<file path="src/rtl/protocore_pkg.sv">
// Shared constants for the writeback scheduler: default widths and requester identities.
package protocore_pkg;

    localparam int AW_DEFAULT = 4;
    localparam int DW_DEFAULT = 8;
    localparam int CW_DEFAULT = 2;
    localparam int NREGS      = 2**AW_DEFAULT;

    typedef enum logic {
        REQ_ALU = 1'b0,
        REQ_LD  = 1'b1
    } req_e;

endpackage

</file>
<file path="src/rtl/wb_slot.sv">
// One-entry writeback holding slot: captures on handshake, empties when granted the write port.
module wb_slot
    import protocore_pkg::*;
#(
    parameter int AW = AW_DEFAULT,
    parameter int DW = DW_DEFAULT
) (
    input  logic          clk,
    input  logic          rst,
    input  logic          valid_i,
    input  logic [AW-1:0] addr_i,
    input  logic [DW-1:0] data_i,
    input  logic          grant_i,
    output logic          ready_o,
    output logic          full_o,
    output logic [AW-1:0] addr_o,
    output logic [DW-1:0] data_o
);

    logic          full_q, full_d;
    logic [AW-1:0] addr_q, addr_d;
    logic [DW-1:0] data_q, data_d;

    // A granted slot drains at the same edge it may refill.
    always_comb begin
        full_d  = full_q;
        addr_d  = addr_q;
        data_d  = data_q;
        ready_o = ~full_q | grant_i;
        if (valid_i && ready_o) begin
            full_d = 1'b1;
            addr_d = addr_i;
            data_d = data_i;
        end else if (grant_i) begin
            full_d = 1'b0;
        end
    end

    always_ff @(posedge clk) begin
        if (rst) begin
            full_q <= 1'b0;
            addr_q <= '0;
            data_q <= '0;
        end else begin
            full_q <= full_d;
            addr_q <= addr_d;
            data_q <= data_d;
        end
    end

    assign full_o = full_q;
    assign addr_o = addr_q;
    assign data_o = data_q;

endmodule

</file>
<file path="src/rtl/regfile_wb_scheduler.sv">
// Shares the reg_file write port between ALU and LOAD writeback slots and tracks
// outstanding writes per register to raise read hazards for decode.
module regfile_wb_scheduler
    import protocore_pkg::*;
#(
    parameter int AW = AW_DEFAULT,
    parameter int DW = DW_DEFAULT,
    parameter int CW = CW_DEFAULT
) (
    input  logic          clk,
    input  logic          rst,
    input  logic          alu_valid,
    input  logic [AW-1:0] alu_addr,
    input  logic [DW-1:0] alu_data,
    output logic          alu_ready,
    input  logic          ld_valid,
    input  logic [AW-1:0] ld_addr,
    input  logic [DW-1:0] ld_data,
    output logic          ld_ready,
    input  logic          issue_valid,
    input  logic [AW-1:0] issue_addr,
    output logic          issue_ready,
    input  logic [AW-1:0] ra,
    input  logic [AW-1:0] rb,
    output logic          hazard_a,
    output logic          hazard_b,
    output logic [AW-1:0] wa,
    output logic [DW-1:0] wd,
    output logic          we
);

    localparam int            NumRegs = 2**AW;
    localparam logic [CW-1:0] CntMax  = '1;

    logic          aluFull, ldFull;
    logic [AW-1:0] aluAddr, ldAddr;
    logic [DW-1:0] aluData, ldData;
    logic          aluGrant, ldGrant;
    logic          aluStay, ldStay;

    logic          ldOlder_q, ldOlder_d;
    req_e          prio_q, prio_d;
    logic [CW-1:0] cnt_q [NumRegs];
    logic [CW-1:0] cnt_d [NumRegs];
    logic          underflow_q, underflow_d;
    logic [NumRegs-1:0] incVec, decVec;

    wb_slot #(.AW(AW), .DW(DW)) u_aluSlot (
        .clk     (clk),
        .rst     (rst),
        .valid_i (alu_valid),
        .addr_i  (alu_addr),
        .data_i  (alu_data),
        .grant_i (aluGrant),
        .ready_o (alu_ready),
        .full_o  (aluFull),
        .addr_o  (aluAddr),
        .data_o  (aluData)
    );

    wb_slot #(.AW(AW), .DW(DW)) u_ldSlot (
        .clk     (clk),
        .rst     (rst),
        .valid_i (ld_valid),
        .addr_i  (ld_addr),
        .data_i  (ld_data),
        .grant_i (ldGrant),
        .ready_o (ld_ready),
        .full_o  (ldFull),
        .addr_o  (ldAddr),
        .data_o  (ldData)
    );

    // Same destination keeps fill order (WAW); different destinations share fairly.
    always_comb begin
        aluGrant = 1'b0;
        ldGrant  = 1'b0;
        prio_d   = prio_q;
        if (!rst) begin
            if (aluFull && ldFull) begin
                if (aluAddr == ldAddr) begin
                    ldGrant  = ldOlder_q;
                    aluGrant = ~ldOlder_q;
                end else begin
                    aluGrant = (prio_q == REQ_ALU);
                    ldGrant  = (prio_q == REQ_LD);
                    prio_d   = (prio_q == REQ_ALU) ? REQ_LD : REQ_ALU;
                end
            end else begin
                aluGrant = aluFull;
                ldGrant  = ldFull;
            end
        end
    end

    always_comb begin
        we = (aluFull | ldFull) & ~rst;
        wa = '0;
        wd = '0;
        if (ldGrant) begin
            wa = ldAddr;
            wd = ldData;
        end else if (aluGrant) begin
            wa = aluAddr;
            wd = aluData;
        end
    end

    // A slot that stays full is older than one filled at this edge; simultaneous fills favour ALU.
    always_comb begin
        aluStay = aluFull & ~aluGrant;
        ldStay  = ldFull & ~ldGrant;
        if (aluStay && ldStay) begin
            ldOlder_d = ldOlder_q;
        end else begin
            ldOlder_d = ldStay & ~aluStay;
        end
    end

    assign issue_ready = (cnt_q[issue_addr] != CntMax) | (we & (wa == issue_addr));
    assign hazard_a    = (cnt_q[ra] != '0);
    assign hazard_b    = (cnt_q[rb] != '0);

    always_comb begin
        incVec             = '0;
        decVec             = '0;
        incVec[issue_addr] = issue_valid & issue_ready;
        decVec[wa]         = we;
    end

    // A decrement with nothing outstanding is a protocol error: hold at zero and flag it.
    always_comb begin
        underflow_d = underflow_q;
        for (int r = 0; r < NumRegs; r++) begin
            cnt_d[r] = cnt_q[r];
            if (incVec[r] && !decVec[r]) begin
                cnt_d[r] = cnt_q[r] + CW'(1);
            end else if (decVec[r] && !incVec[r]) begin
                if (cnt_q[r] == '0) begin
                    underflow_d = 1'b1;
                end else begin
                    cnt_d[r] = cnt_q[r] - CW'(1);
                end
            end
        end
    end

    always_ff @(posedge clk) begin
        if (rst) begin
            ldOlder_q   <= 1'b0;
            prio_q      <= REQ_ALU;
            underflow_q <= 1'b0;
            cnt_q       <= '{default: '0};
        end else begin
            ldOlder_q   <= ldOlder_d;
            prio_q      <= prio_d;
            underflow_q <= underflow_d;
            cnt_q       <= cnt_d;
        end
    end

    assert property (@(posedge clk) disable iff (rst) !underflow_q);

endmodule

</file>
<file path="config.mk">
export PLATFORM = sky130hd
export DESIGN_NAME = regfile_wb_scheduler
export DESIGN_NICKNAME = d
export VERILOG_FILES = /design/src/rtl/protocore_pkg.sv /design/src/rtl/wb_slot.sv /design/src/rtl/regfile_wb_scheduler.sv
export SDC_FILE = /design/constraint.sdc
export NUM_CORES = 1
export LEC_CHECK = 0
export ABC_AREA = 1
export ABC_CLOCK_PERIOD_IN_PS = 3100
export BUFFER_PORTS_ARGS = -buffer_cell sky130_fd_sc_hd__buf_4
export CAP_MARGIN = 20
export CORE_MARGIN = 5
export CORE_UTILIZATION = 35
export CTS_CLUSTER_DIAMETER = 120
export CTS_CLUSTER_SIZE = 14
export DETAILED_ROUTE_END_ITERATION = 10
export PLACE_DENSITY = 0.58
export SLEW_MARGIN = 20
export SYNTH_ARGS = -nofsm -noshare
export SYNTH_HDL_FRONTEND = slang
export SYNTH_SLANG_ARGS = --single-unit
export TNS_END_PERCENT = 100
</file>
<file path="constraint.sdc">
create_clock -name clk -period 3.1 [get_ports clk]
set_input_delay 0.31 -clock clk [delete_from_list [all_inputs] [get_ports clk]]
set_output_delay 0.31 -clock clk [all_outputs]
set_load 0.02 [all_outputs]
</file>
==> impl_metrics.ini, run 1 <==
[clock_tree]
clock-sinks = 60
cts_hold_buffers = 0
cts_root_buf = clkbuf_16
cts.clk_slew.worst_paths_ns = 0.06
cts_buffers = 9
cts_tree = yes
htree_levels = 3
clk_path_buf_depth = 2
clk_latency_ns = 0.34

[grt]
track_usage = 0.182
gr-total-overflow = 0
grt_pass1_wl_um = 19500
grt_max_degree = 27
antenna_found_initial = 0
grt_pass1_vias = 4114

[logic_synthesis]
synth_warnings = 0
syn_nets = 666
netlist_instances = 609
synth_top_family_by_area = simple AND/OR/NAND/NOR gates
synth.area.top_cells = dfxtp_1 (30%), nand2_1 (11%), inv_1 (8.6%)
synth_top_area_frac = 0.300
synth-main-ff-cell = dfxtp_1
synth_top_area_cell = dfxtp_1
ys_ff_latch = 60
avgSynthCellArea_um2 = 6.58
synth.most_common_cell = nand2_1
synth_edf_count = 0
synth_fa_ha_area_frac = 0.0499
synth-simple-area-share = 0.287
ys_top_cells_by_count = nand2_1 (120), inv_1 (92), nor2_1 (73), o21ai_0 (66), dfxtp_1 (60)
yosysSeqAreaShare = 0.300
yosysUniqueCellTypes = 36
muxShareOfSynthArea = 0
synth_compound_area_frac = 0.247
synthArstFlopShare = 0
synth_xor_area_frac = 0.00218
syn-cell-area_um2 = 4010

[pwr]
power.leakage_nw = 2.24
vdd_drop_max_v = 0.000260
power.density_nw_per_um2 = 461
finalPower_mw = 2.30

[detailed_routing]
vias = 4234
wl_met3_um = 791
via_per_inst = 5.16
routed-wl-met2_um = 5460
wl_per_cell_um = 14.6
highest_layer = met4
initialDrtViolationCount = 308
wirelength_met1_um = 5430
first_pass_iters = 5
routed_wirelength_um = 11900
ant_nets = 0
drcViolationCount = 0

[floorplanning]
coreArea_um2 = 11300
initial_core_util = 0.354
dieArea_um2 = 13700
die_w_um = 117
ios = 59
die_h_um = 117
num_rows = 39

[place]
portBuffers = 58
gp_congestion = 0.896
dp.cells = 802
hpwl_um = 9110

[critical_path]
critPathMaxFanout = 8
reg2reg_depth = 21
cp_slowest_cell = dfxtp_1
cp_num_buf_inv = 2
cp.depth = 21
path_cells = inv_1 > nand2_1 > nand2_1 > nor2_2 > nand2_2 > nand3_4 > nand3_2 > nand3_1 > nand2_1 > nand2_1 > nand2_1 > nor2_1 > nand3_2 > nand2_4 > nand2_4 > nor2_2 > ha_1 > inv_1 > nand3_1 > a211oi_1 > a211oi_1
start_kind = register
cp.required_ns = 3.30
cp_top_family = simple AND/OR/NAND/NOR gates
endpoint_kind = register
r2r_slack_ns = 0.20
crit_type = reg2reg
critical-path-max-stage-delay_ns = 0.36
path_common_cell = nand2_1
critPathArrivalTime_ns = 3.10

[timing]
hold_viol_final = 0
finalCritPeriodShare = 0.935
worst_pin_slew_ns = 0.545
setup_viol = 0
max_freq_mhz = 345
layout_min_cycle_time_ns = 2.90
finalClockSkew_ns = 0.00499
maxSlewViolCount = 0
slew_headroom = 0.636

[cells_and_area]
area_growth_pct = 24.8
final_nets = 730
fin_cells = 821
nFillCells = 1178
drive_gt1_frac = 0.180
num_antenna_cells = 0

[worst_hold_path]
holdPathStages = 3
min_path_type = in2reg

[run_status]
run_status = complete, no violations

[run]
drv_cap = 0
-- area by class of cell --
| type | instances | area, um^2 | area share |
|---|---|---|---|
| multi-input combinational | 437 | 2390 | 0.479 |
| sequential | 60 | 1200 | 0.240 |
| timing repair buffer | 69 | 518 | 0.104 |
| inverter | 96 | 360 | 0.0720 |
| clock buffer | 9 | 225 | 0.0450 |
| tap | 143 | 179 | 0.0358 |
| clock inverter | 7 | 124 | 0.0248 |
-- power breakdown --
| group | switching, mW | internal [mW] |
|---|---|---|
| registers | 0.0201 | 0.803 |
| logic | 0.190 | 0.118 |
| clock network | 0.385 | 0.790 |
| total | 0.594 | 1.71 |
-- through the flow --
step / utilization / TNS [ns] / cell area (um^2) / hold WS (ns) / setup WS (ns)
6_report: 0.442 / 0 / 5000 / 0.191 / 0.202
5_1_grt: 0.442 / -0.0536 / 5000 / 0.192 / -0.0536
4_1_cts: 0.437 / 0 / 4940 / 0.178 / 0.177
3_5_place_dp: 0.406 / 0 / 4590 / 0.479 / 0.187
3_3_place_gp: 0.406 / 0 / 4590 / 0.472 / 0.248
2_1_floorplan: - / 0 / 4010 / 0.445 / 0.262
-- what timing repair did --
action,4_1_cts,5_1_grt
gates resized for setup,0,7
endpoints found under the hold margin,0,0
buffers inserted,0,2
endpoints found under the setup margin,0,17
-- registers in the layout (all words and copies together) (netlist names) --
| signal | flops |
|---|---|
| u_aluSlot.data_o | 8 |
| u_ldSlot.addr_o | 4 |
| u_ldSlot.full_o | 1 |
| prio_q | 1 |
| u_aluSlot.full_o | 1 |
| u_aluSlot.addr_o | 4 |
| u_ldSlot.data_o | 8 |
| ldOlder_q | 1 |
| cnt_q | 32 |
-- tightest hold or removal path, delay by kind of cell --
kind,cells,cell delay (ns)
simple gates,2,0.11
buf+inv,1,0.08
-- worst paths after layout --
kind | end | from
worst max register to register | cnt_q[27]$_SDFFE_PP0P_ | u_aluSlot.addr_o[1]$_SDFFE_PP0P_
worst max-delay path | cnt_q[27]$_SDFFE_PP0P_ | u_aluSlot.addr_o[1]$_SDFFE_PP0P_
worst min register to register | u_ldSlot.addr_o[1]$_SDFFE_PP0P_ | u_ldSlot.addr_o[1]$_SDFFE_PP0P_
worst min-delay path | u_ldSlot.data_o[1]$_SDFFE_PP0P_ | ld_data[1]
-- logic make-up (layout without fill, tap and decap cells) --
kind of cell,count (synthesis),in the layout
AND/OR/NAND/NOR,257,258
XOR/XNOR,1,1
buffers and inverters,113,181
adder cells (fa/ha/maj),16,16
AO/OA/AOI/OAI,162,162
flip-flops,60,60
-- placed cells by master (no fill, tap or decap), types with 2 or more instances in the layout --
cell type  instances
nand2_1          120
inv_1             92
dfxtp_1           59
o221ai_1           8
nand4_1            3
a21oi_1           39
o21ai_0           66
a22oi_1            8
clkinv_4           2
nand3_1           31
ha_1              16
clkbuf_16          9
nand2_2            6
a211oi_1          20
inv_2              4
o311ai_0           4
buf_4             69
a221oi_1           3
nand2_4            2
bufinv_16          3
nor2_1            72
nor2_4             7
nor2_2             7
nand3_2            3
a22o_1             9
-- routing by layer --
layer,global-route usage,vias up
met1,0.238,1943
met2,0.294,110
li1,-,2159
met3,0.0422,22
met5,0,-
met4,0.0657,0
Note: power is estimated with default switching activity, not from simulation.
==> run 2: changes to the inputs <==
--- a/config.mk
+++ b/config.mk
@@ -7,7 +7,7 @@
 export LEC_CHECK = 0
 export ABC_AREA = 1
 export ABC_CLOCK_PERIOD_IN_PS = 3100
-export BUFFER_PORTS_ARGS = -buffer_cell sky130_fd_sc_hd__buf_4
+export BUFFER_PORTS_ARGS = -buffer_cell sky130_fd_sc_hd__buf_2
 export CAP_MARGIN = 20
 export CORE_MARGIN = 5
 export CORE_UTILIZATION = 35
@@ -15,7 +15,6 @@
 export CTS_CLUSTER_SIZE = 14
 export DETAILED_ROUTE_END_ITERATION = 10
 export PLACE_DENSITY = 0.58
-export SLEW_MARGIN = 20
 export SYNTH_ARGS = -nofsm -noshare
 export SYNTH_HDL_FRONTEND = slang
 export SYNTH_SLANG_ARGS = --single-unit
==> run 2 against run 1 <==
Compared with the run above: count of clock-buffer cells in the layout increased by 1; global-route usage decreased by 0.054 points; highest routed layer is now met5; sequential power about the same; cell area decreased by 2.1%; total power decreased by 0.21%; fmax increased by 2.2%; clock power about the same; register-to-register slack improved by 0.06 ns; sequential cell count unchanged.
==> impl_metrics.ini, run 2 (same netlist as run 1, synthesis figures left out) <==
[cells_and_area]
drive_gt1_frac = 0.187
largest-register = cnt_q
num_antenna_cells = 0
final_cell_mix = nand2_1 (119), inv_1 (92), nor2_1 (72)
layout_commonest_cell = nand2_1
fin_cells = 822
largest_reg_flops = 32
utilization = 0.433
area_growth_pct = 22.2
final_nets = 731
nFillCells = 1174

[place]
gp_congestion = 0.926
dp.cells = 804
hpwl_um = 9060
portBuffers = 58

[detailed_routing]
first_pass_iters = 4
wl_per_cell_um = 14.7
ant_nets = 0
via_per_inst = 5.17
vias = 4249
drcViolationCount = 0
routed_wirelength_um = 12100
initialDrtViolationCount = 222

[floorplanning]
ios = 59
dieArea_um2 = 13700
num_rows = 39
initial_core_util = 0.354
coreArea_um2 = 11300
die_w_um = 117
die_h_um = 117

[timing]
maxSlewViolCount = 0
hold_viol_final = 0
slew_headroom = 0.638
max_freq_mhz = 353
layout_min_cycle_time_ns = 2.84
worst_pin_slew_ns = 0.544
finalCritPeriodShare = 0.915
finalClockSkew_ns = 0.00573
worst_hold_slack_ns = 0.204
setup_viol = 0

[critical_path]
r2r-start = u_aluSlot.addr_o[1]$_SDFFE_PP0P_
start_kind = register
endpoint_kind = register
crit_type = reg2reg
critPathLaunch = u_aluSlot.addr_o[1]$_SDFFE_PP0P_
critPathArrivalTime_ns = 3.05
critPathMaxFanout = 6
cp.required_ns = 3.31

[clock_tree]
cts_tree = yes
cts_buffers = 9
clk_latency_ns = 0.34
cts_root_buf = clkbuf_16
clock-sinks = 60
cts.clk_slew.worst_paths_ns = 0.06
clk_path_buf_depth = 2
htree_levels = 3

[grt]
antenna_found_initial = 1
grt_pass1_vias = 4145
gr-total-overflow = 0
track_usage = 0.181
grt_max_degree = 22
grt_pass1_wl_um = 19400

[worst_hold_path]
min_path_type = in2reg
min_from = ld_data[5]

[run]
drv_cap = 0

[run_status]
run_status = complete, no violations

[pwr]
power.leakage_nw = 2.21
power.density_nw_per_um2 = 469
finalPower_mw = 2.30
vdd_drop_max_v = 0.000351
run 2: worst paths after layout:
kind | depth (start not counted) | slack, ns | endpoint
setup / recovery | 17 | 0.26 | cnt_q[31]$_SDFFE_PP0P_
hold / removal | 3 | 0.20 | u_ldSlot.data_o[5]$_SDFFE_PP0P_
setup reg to reg | 17 | 0.26 | cnt_q[31]$_SDFFE_PP0P_
hold reg to reg | 2 | 0.49 | u_ldSlot.addr_o[1]$_SDFFE_PP0P_
run 2: area by class of cell:
type	count	area (um^2)	share of cell area
Inverter	96	360	0.0735
Timing Repair Buffer	70	380	0.0776
Clock inverter	6	111	0.0227
Sequential cell	60	1200	0.245
Multi-Input combinational cell	437	2430	0.495
Clock buffer	10	239	0.0488
Tap cell	143	179	0.0365
run 2: where the power goes:
part	total, mW	internal, mW	switching [mW]	leakage (nW)
sequential	0.823	0.803	0.0204	0.490
clock	1.18	0.806	0.377	0.169
combinational	0.293	0.0995	0.193	1.55
run 2: stage by stage:
stage,setup WS [ns],TNS [ns],area [um^2]
6_report,0.264,0,4900
5_1_grt,-0.0213,-0.0604,4900
4_1_cts,0.169,0,4810
3_5_place_dp,0.188,0,4460
3_3_place_gp,0.262,0,4460
2_1_floorplan,0.262,0,4010
run 2: critical path, stage by stage (launching register included):
cell,delay [ns]
dfxtp_1,0.37
inv_1,0.08
nand2_1,0.06
nand2_1,0.06
nor2_2,0.15
nand2_2,0.10
nand3_4,0.10
nand3_4,0.10
nand3_2,0.10
nand2_1,0.08
buf_4,0.16
nor2_1,0.36
nand3_1,0.13
ha_1,0.33
inv_1,0.10
nand3_1,0.10
a211oi_1,0.26
a211oi_1,0.07
run 2: metal layers:
layer | up-vias | global-route usage | share of wire
met1 | 1949 | 0.226 | 0.45
met3 | 15 | 0.0535 | 0.075
met4 | 2 | 0.0528 | 0.013
li1 | 2167 | - | -
met2 | 116 | 0.304 | 0.47
met5 | - | 0 | 0.00058
run 2: what timing repair did:
action	in CTS	in global routing
endpoints found under the setup margin	0	22
hold buffers	0	0
setup buffers	0	1
gates resized for setup	0	14
